<file path="src/rtl/reg_wb_arbiter.sv">
// Shares the register-file write port between LSU, CSR and ALU; tracks pending loads for read hazards.
// Grants are combinational (one per cycle, losers hold their request); read correction adds no latency beyond the RF.
module reg_wb_arbiter #(
    parameter int XLEN       = 32,
    parameter int STARVE_LIM = 4
) (
    input  logic            clk,
    input  logic            reset,
    input  logic            lsu_wr_req_i,
    input  logic [4:0]      lsu_waddr_i,
    input  logic [XLEN-1:0] lsu_wdata_i,
    output logic            lsu_wr_gnt_o,
    input  logic            csr_wr_req_i,
    input  logic [4:0]      csr_waddr_i,
    input  logic [XLEN-1:0] csr_wdata_i,
    output logic            csr_wr_gnt_o,
    input  logic            alu_wr_req_i,
    input  logic [4:0]      alu_waddr_i,
    input  logic [XLEN-1:0] alu_wdata_i,
    output logic            alu_wr_gnt_o,
    input  logic            ld_issue_i,
    input  logic [4:0]      ld_rd_i,
    input  logic [4:0]      raddr_1_i,
    input  logic [4:0]      raddr_2_i,
    input  logic [XLEN-1:0] rf_rdata_1_i,
    input  logic [XLEN-1:0] rf_rdata_2_i,
    output logic            rf_wr_c_o,
    output logic [4:0]      rf_waddr_o,
    output logic [XLEN-1:0] rf_wdata_o,
    output logic [XLEN-1:0] rdata_1_o,
    output logic [XLEN-1:0] rdata_2_o,
    output logic            hazard_1_o,
    output logic            hazard_2_o
);

    localparam int         NREQ = 3;
    localparam logic [4:0] LIM  = 5'(STARVE_LIM);

    // Requester index order doubles as the default priority: 0 = LSU, 1 = CSR, 2 = ALU.
    logic [NREQ-1:0] req;
    logic [NREQ-1:0] gnt;
    logic [NREQ-1:0] promote;
    logic [NREQ-1:0] promo_req;
    logic [4:0]      waddr [NREQ];
    logic [XLEN-1:0] wdata [NREQ];
    logic [3:0]      starve_cnt [NREQ];

    logic [4:0]      sel_addr;
    logic [XLEN-1:0] sel_data;

    logic [31:0]     pending;
    logic [31:0]     ld_set;
    logic [31:0]     ld_clr;

    logic            byp_vld_1;
    logic            byp_vld_2;
    logic [XLEN-1:0] byp_data;

    assign req      = {alu_wr_req_i, csr_wr_req_i, lsu_wr_req_i};
    assign waddr[0] = lsu_waddr_i;
    assign waddr[1] = csr_waddr_i;
    assign waddr[2] = alu_waddr_i;
    assign wdata[0] = lsu_wdata_i;
    assign wdata[1] = csr_wdata_i;
    assign wdata[2] = alu_wdata_i;

    // Promoted requesters form their own tier; default order breaks ties within each tier.
    always_comb begin
        gnt       = '0;
        promo_req = req & promote;
        if (reset) begin
            if (promo_req[0])      gnt = 3'b001;
            else if (promo_req[1]) gnt = 3'b010;
            else if (promo_req[2]) gnt = 3'b100;
            else if (req[0])       gnt = 3'b001;
            else if (req[1])       gnt = 3'b010;
            else if (req[2])       gnt = 3'b100;
        end
    end

    assign lsu_wr_gnt_o = gnt[0];
    assign csr_wr_gnt_o = gnt[1];
    assign alu_wr_gnt_o = gnt[2];

    always_comb begin
        sel_addr = '0;
        sel_data = '0;
        for (int i = 0; i < NREQ; i++) begin
            if (gnt[i]) begin
                sel_addr = sel_addr | waddr[i];
                sel_data = sel_data | wdata[i];
            end
        end
    end

    assign rf_wr_c_o  = (|gnt) && (sel_addr != 5'd0);
    assign rf_waddr_o = sel_addr;
    assign rf_wdata_o = sel_data;

    always_ff @(posedge clk or negedge reset) begin
        if (!reset) begin
            for (int i = 0; i < NREQ; i++) begin
                starve_cnt[i] <= '0;
            end
            promote <= '0;
        end else begin
            for (int i = 0; i < NREQ; i++) begin
                if (!req[i] || gnt[i]) begin
                    starve_cnt[i] <= '0;
                end else if (starve_cnt[i] != 4'hF) begin
                    starve_cnt[i] <= starve_cnt[i] + 4'd1;
                end
                // Flag is raised on the same edge the counter reaches the limit.
                if (gnt[i]) begin
                    promote[i] <= 1'b0;
                end else if (req[i] && (({1'b0, starve_cnt[i]} + 5'd1) == LIM)) begin
                    promote[i] <= 1'b1;
                end
            end
        end
    end

    always_comb begin
        ld_set = '0;
        ld_clr = '0;
        if (ld_issue_i) ld_set[ld_rd_i] = 1'b1;
        if (gnt[0])     ld_clr[lsu_waddr_i] = 1'b1;
    end

    // Set is OR'd after the clear so a back-to-back load to the same rd stays pending.
    always_ff @(posedge clk or negedge reset) begin
        if (!reset) begin
            pending <= '0;
        end else begin
            pending <= ((pending & ~ld_clr) | ld_set) & ~32'd1;
        end
    end

    assign hazard_1_o = pending[raddr_1_i] &&
                        !(gnt[0] && (lsu_waddr_i == raddr_1_i) && (raddr_1_i != 5'd0));
    assign hazard_2_o = pending[raddr_2_i] &&
                        !(gnt[0] && (lsu_waddr_i == raddr_2_i) && (raddr_2_i != 5'd0));

    always_ff @(posedge clk or negedge reset) begin
        if (!reset) begin
            byp_vld_1 <= 1'b0;
            byp_vld_2 <= 1'b0;
            byp_data  <= '0;
        end else begin
            byp_vld_1 <= rf_wr_c_o && (rf_waddr_o == raddr_1_i);
            byp_vld_2 <= rf_wr_c_o && (rf_waddr_o == raddr_2_i);
            byp_data  <= rf_wdata_o;
        end
    end

    assign rdata_1_o = byp_vld_1 ? byp_data : rf_rdata_1_i;
    assign rdata_2_o = byp_vld_2 ? byp_data : rf_rdata_2_i;

endmodule
</file>
<file path="config.mk">
export PLATFORM = sky130hd
export DESIGN_NAME = reg_wb_arbiter
export DESIGN_NICKNAME = d
export VERILOG_FILES = /design/src/rtl/reg_wb_arbiter.sv
export SDC_FILE = /design/constraint.sdc
export NUM_CORES = 1
export LEC_CHECK = 0
export CORE_AREA = 5 5 124 185
export DETAILED_ROUTE_END_ITERATION = 8
export DIE_AREA = 0 0 129 190
export PLACE_DENSITY = 0.61
export SLEW_MARGIN = 30
export SYNTH_ARGS = -nofsm -noshare
export SYNTH_HDL_FRONTEND = slang
export SYNTH_SLANG_ARGS = --single-unit
</file>
<file path="constraint.sdc">
create_clock -name clk -period 3.85 [get_ports clk]
set_input_delay 0.77 -clock clk [delete_from_list [all_inputs] [get_ports clk]]
set_output_delay 0.77 -clock clk [all_outputs]
set_load 0.05 [all_outputs]
</file>
# After elaboration in Yosys (flattened, before gate mapping)
# Cells that the tools add are included.
[totals]
ff_bits = 80
latch_bits = 0
ramBits = 0
romBits = 0
inputBits = 196
out_inout_bits = 107
memories = 0
[classes]
addsub = 6
n_mul = 0
div_mod_pow = 0
magnitude_cmp = 6
eq_ne = 10
shift = 0
muxes = 37
bitwise = 8
n_reduce_logical = 32
[op_table]
columns = ["cell", "count"]
rows = [
  ["2-to-1 mux 32 bit", 7],
  ["bitwise OR 32 bit", 3],
  ["bitwise AND 32 bit", 1],
  ["inverter 32 bit", 1],
  ["< comparator 5 x 6 -> 1 bit (second input constant)", 4],
  ["2-to-1 mux 4 bit", 6],
  ["2-to-1 mux 3 bit", 7],
  ["equality test 5 bit", 4],
  ["adder 4 x 1 -> 5 bit (second input constant)", 3],
  ["equality test 5 x 3 -> 1 bit (second input constant)", 3],
  ["2-to-1 mux 5 bit", 3],
  ["nonzero test 5 bit", 3],
  ["logical AND 1 bit", 14],
  ["adder 4 x 1 -> 4 bit (second input constant)", 3],
  ["!= test 4 bit (second input constant)", 3],
  ["nonzero test 2 bit", 6],
  ["binary-select mux 1 bit (select 5 bit)", 2],
  ["demux 1 bit (select 5 bit)", 2],
  [">= comparator 5 x 1 -> 1 bit (second input constant)", 2],
  ["2-to-1 mux 1 bit", 10],
  ["bitwise OR 5 bit", 2],
  ["zero test 1 bit", 5],
  ["bitwise AND 3 bit", 1],
  ["logical OR 1 bit", 3],
  ["OR reduction 3 bit", 1],
]

# Depth between registers and ports, before layout
[logic_depth]
ltp_word = 15
depth_mapped = 8

# Worst setup path after synthesis
# No wires, ideal clock.
[synth_timing]
path_type = "input to output"
startpoint = "input lsu_wr_req_i"
endpoint = "output rf_wdata_o[23]"
arrival_time_ps = 2700
path_slack_ps = 380
cell_stages = 8
n_path_buf = 3
cell_sequence = "buf_6 and2_1 o21ai_2 inv_1 clkbuf_1 buf_1 a22oi_1 nand2_1"
[synth_between]
elab_chain_cells = 10
word_cells_on_any_way = 11
[synth_rtl]
columns = ["element", "line_no", "rtl"]
rows = [
  ["from (decl)", "9", "input logic lsu_wr_req_i,"],
  ["2-to-1 mux 3 bit", "75", "else if (req[0]) gnt = 3'b001;"],
  ["2-to-1 mux 3 bit", "74", "else if (promo_req[2]) gnt = 3'b100;"],
  ["2-to-1 mux 3 bit", "73", "else if (promo_req[1]) gnt = 3'b010;"],
  ["2-to-1 mux 3 bit *", "72", "if (promo_req[0]) gnt = 3'b001;"],
  ["2-to-1 mux 3 bit *", "71", "if (reset) begin"],
  ["via lsu_wr_gnt_o", "12", "output logic lsu_wr_gnt_o,"],
  ["2-to-1 mux 32 bit *", "89", "if (gnt[i]) begin"],
  ["bitwise OR 32 bit", "91", "sel_data = sel_data | wdata[i];"],
  ["2-to-1 mux 32 bit *", "89", ""],
  ["bitwise OR 32 bit", "91", ""],
  ["2-to-1 mux 32 bit *", "89", ""],
  ["to (decl)", "29", "output logic [XLEN-1:0] rf_wdata_o,"],
]
# Mark *: on every way through the listed nets, which the timed path passes. The rest lies on a longest branch.

# Worst setup path in the final report
[layout_timing]
startpoint = "input raddr_2_i[1]"
endpoint = "output hazard_2_o"
[layout_between]
elab_chain_cells = 5
word_cells_on_any_way = 8
[layout_rtl]
columns = ["element", "line_no", "rtl"]
rows = [
  ["from (decl)", "24", "input logic [4:0] raddr_2_i,"],
  ["parallel branches: the longest is 4 deep, another holds binary-select mux 1 bit (select 5 bit)", "n/a", ""],
  ["logical AND 1 bit *", "141", "assign hazard_2_o = pending[raddr_2_i] &&"],
  ["to (decl)", "33", "output logic hazard_2_o"],
]
# Every way passes the cells marked *. The select of a mux whose other input is x is not followed.

==> flow_summary.toml <==
[timing]
setup_viol = 0
hold-worst-slack_ns = 0.276
hold_viol = 0
finalCritPeriodShare = 0.962
setup_ws_ns = 0.146
finalMaxSlewViolations = 0
fin_crit_ns = 3.70
rsz0062_at_grt = "false"
fin_skew_ns = 0.0104
fin_setup_tns_ns = 0
slew_headroom = 0.534
fmax_mhz = 270
worst_pin_slew_ns = 0.699

[power]
p_clk_frac = 0.284
leakage_nw = 3.72
peakVddDrop_uv = 188
p_sw_mw = 1.14
p_sw_frac = 0.355
internal_power_mw = 2.08
seqPwrFrac = 0.327
power-per-cell-area_nw_per_um2 = 345
power_frac_comb = 0.389

[drt]
drtIter0Drc = 283
wl_per_cell_um = 21.5
dr.pass1.iters = 5
route.antenna.remaining_nets = 0
drt_wl_total_um = 23900
via_count = 5558
drc = 0
vias_per_cell = 5.00

[floorplan]
die_h_um = 190
start_util = 0.243
fp.coreArea_um2 = 21300
io_pins = 303
core.rowCount = 66
die-area_um2 = 24500
die_w_um = 129

[worst_setup_path]
crit_required_ns = 3.08
crit_family = "buffers and inverters"
path_cells = "clkdlybuf4s50_1 > mux4_2 > mux4_2 > nand3_1 > o21ai_0 > buf_4"
cpMostUsedCell = "mux4_2"
worstSetupPathType = "in -> out"
cp_max_fo = 11
r2r_setup_slack_ns = 1.76
path_buf_inv = 2
max_stage_delay_ns = 0.85
cp_slowest_cell = "clkdlybuf4s50_1"
endpoint_kind = "primary output"
critPathLaunchType = "input pin"
worstPathArrival_ns = 2.93

[place]
place_congestion = 0.914
dp.cells = 1094
dp_slack_ns = 0.183
portBuffers = 302
hpwl_um = 18700

[clock_tree]
cts_buffer_depth = 2
cts_inserted_buffers = 9
h-tree-depth = 3
post-cts-setup-buffers = 0
clk_latency_ns = 0.35
cts_hold_buffers = 0
cts_tree = "yes"
cts_sinks = 80
cts-resized-gates = 0
clk_pin_slew_ns = 0.07
root_buffer = "clkbuf_16"

[logic_synthesis]
synthTopCellsByArea = "dfrtp_1 39%, mux2_2 14%, mux4_2 7.8%"
synth_top_area_share = 0.386
async_flop_share = 1.00
ys_seq_elements = 80
syn_inst = 528
syn-cell-area_um2 = 5180
avgSynthCellArea_um2 = 9.82
synth_edf_count = 0
synth.distinct_cells = 44
ys_seq_area_frac = 0.386
synthesis.nets = 730
synth_common_cells = "94 x nand2_1, 80 x dfrtp_1, 65 x o21ai_0, 64 x mux2_2, 33 x a22oi_1"
synth.most_common_cell = "nand2_1"
yosys.area.top_type = "dfrtp_1"
ys.warnings.count = 0
ys.flop_type = "dfrtp_1"

[final_layout]
final_cells = 1111
nets = 1035
syn_to_final_growth_pct = 80.0
layout-drive-gt1-share = 0.208

[global_routing]
gr-total-overflow = 0
first_global_vias = 5751
antenna_found_initial = 1
grt_max_degree = 72
grt.total_usage = 0.188
grt_pass1_wl_um = 34800

[outcome]
status = "completed"

[min_path]
hold_class = "in -> async"

[flow_run]
cap_viol_max_count = 0
## final cells by class
class                   count  area, µm²
fillers                  2045      12000
repair buffers            324       3630
multi-input cells         415       3040
flip-flops and latches     80       2000
well taps                 272        340
clock buffers               9        225
clock inverters             7       80.1
inverters                   3       11.3
diodes                      1       2.50
## cell families after synthesis
family | count (synthesis) | share of synthesized area
buf+inv | 33 | 0.0280
fa+ha+maj | 6 | 0.0145
simple gates | 172 | 0.151
flops | 80 | 0.386
compound gates | 128 | 0.156
xor+xnor | 22 | 0.0372
mux | 87 | 0.227
## sequential cells by signal, indices dropped and copies added, names as in the netlist
signal,count
byp_vld_2,1
promote,3
byp_vld_1,1
byp_data,32
starve_cnt,12
pending,31
## per-stage QoR
stage | util | cell area, µm² | power [mW]
finish | 0.438 | 9330 | 3.22
global route | 0.438 | 9330 | 3.38
CTS | 0.438 | 9330 | 3.27
detailed placement | 0.424 | 9020 | 2.33
global placement | 0.423 | 9020 | 2.31
floorplan | - | 5180 | 1.69
## power by group through the flow
stage                     Clock, mW  Sequential (mW)  Combinational, mW
after global routing          0.984             1.07               1.33
after detailed placement          0             1.07               1.26
after floorplan                   0             1.02              0.670
after global placement            0             1.06               1.25
final                         0.915             1.05               1.25
after CTS                     0.957             1.05               1.26
## routing by layer
metal | wire length [µm] | track usage
met5 | 0 | 0
met4 | 887 | 0.0849
met3 | 1710 | 0.0371
met2 | 12100 | 0.318
met1 | 9250 | 0.228
## layout by cell type, fill, tap and decap left out, drive strengths merged, types with 2 or more instances in the layout
cell type | netlist | layout
nand2b | 5 | 5
a221o | 4 | 4
mux4 | 18 | 18
mux2i | 5 | 5
o31ai | 2 | 2
or3b | 4 | 4
clkdlybuf4s50 | 0 | 258
o21ai | 66 | 66
a21oi | 12 | 12
xor2 | 4 | 4
a22oi | 33 | 33
or3 | 3 | 3
nand4 | 5 | 5
dfrtp | 80 | 80
inv | 3 | 5
nand3b | 7 | 7
clkbuf | 18 | 9
nor2 | 23 | 23
buf | 12 | 66
and2 | 2 | 2
a31oi | 5 | 5
ha | 6 | 6
clkinv | 0 | 3
xnor2 | 18 | 18
nand3 | 14 | 14
nor3 | 7 | 7
mux2 | 64 | 64
nor3b | 3 | 3
nand2 | 94 | 94
## path summary, 6_finish.rpt
check                             start           end  cells after the start
setup / recovery           raddr_2_i[1]    hazard_2_o                      6
hold / removal                    reset    promote[1]                      1
min in group clk            pending[10]   pending[10]                      2
setup reg to reg             promote[0]     byp_vld_1                      7
max in group asynchronous         reset  byp_data[13]                      2
hold reg to reg             pending[10]   pending[10]                      2
## worst reg2reg max path, stage by stage (launching register included)
cell and delay (ns):
dfrtp_1 0.44, nand2b_1 0.21, a2111oi_4 0.45, a221o_1 0.26, buf_4 0.18, nor3_1 0.06
a211o_1 0.29, a21oi_1 0.13
No activity file was read; power rests on OpenSTA's default activity.
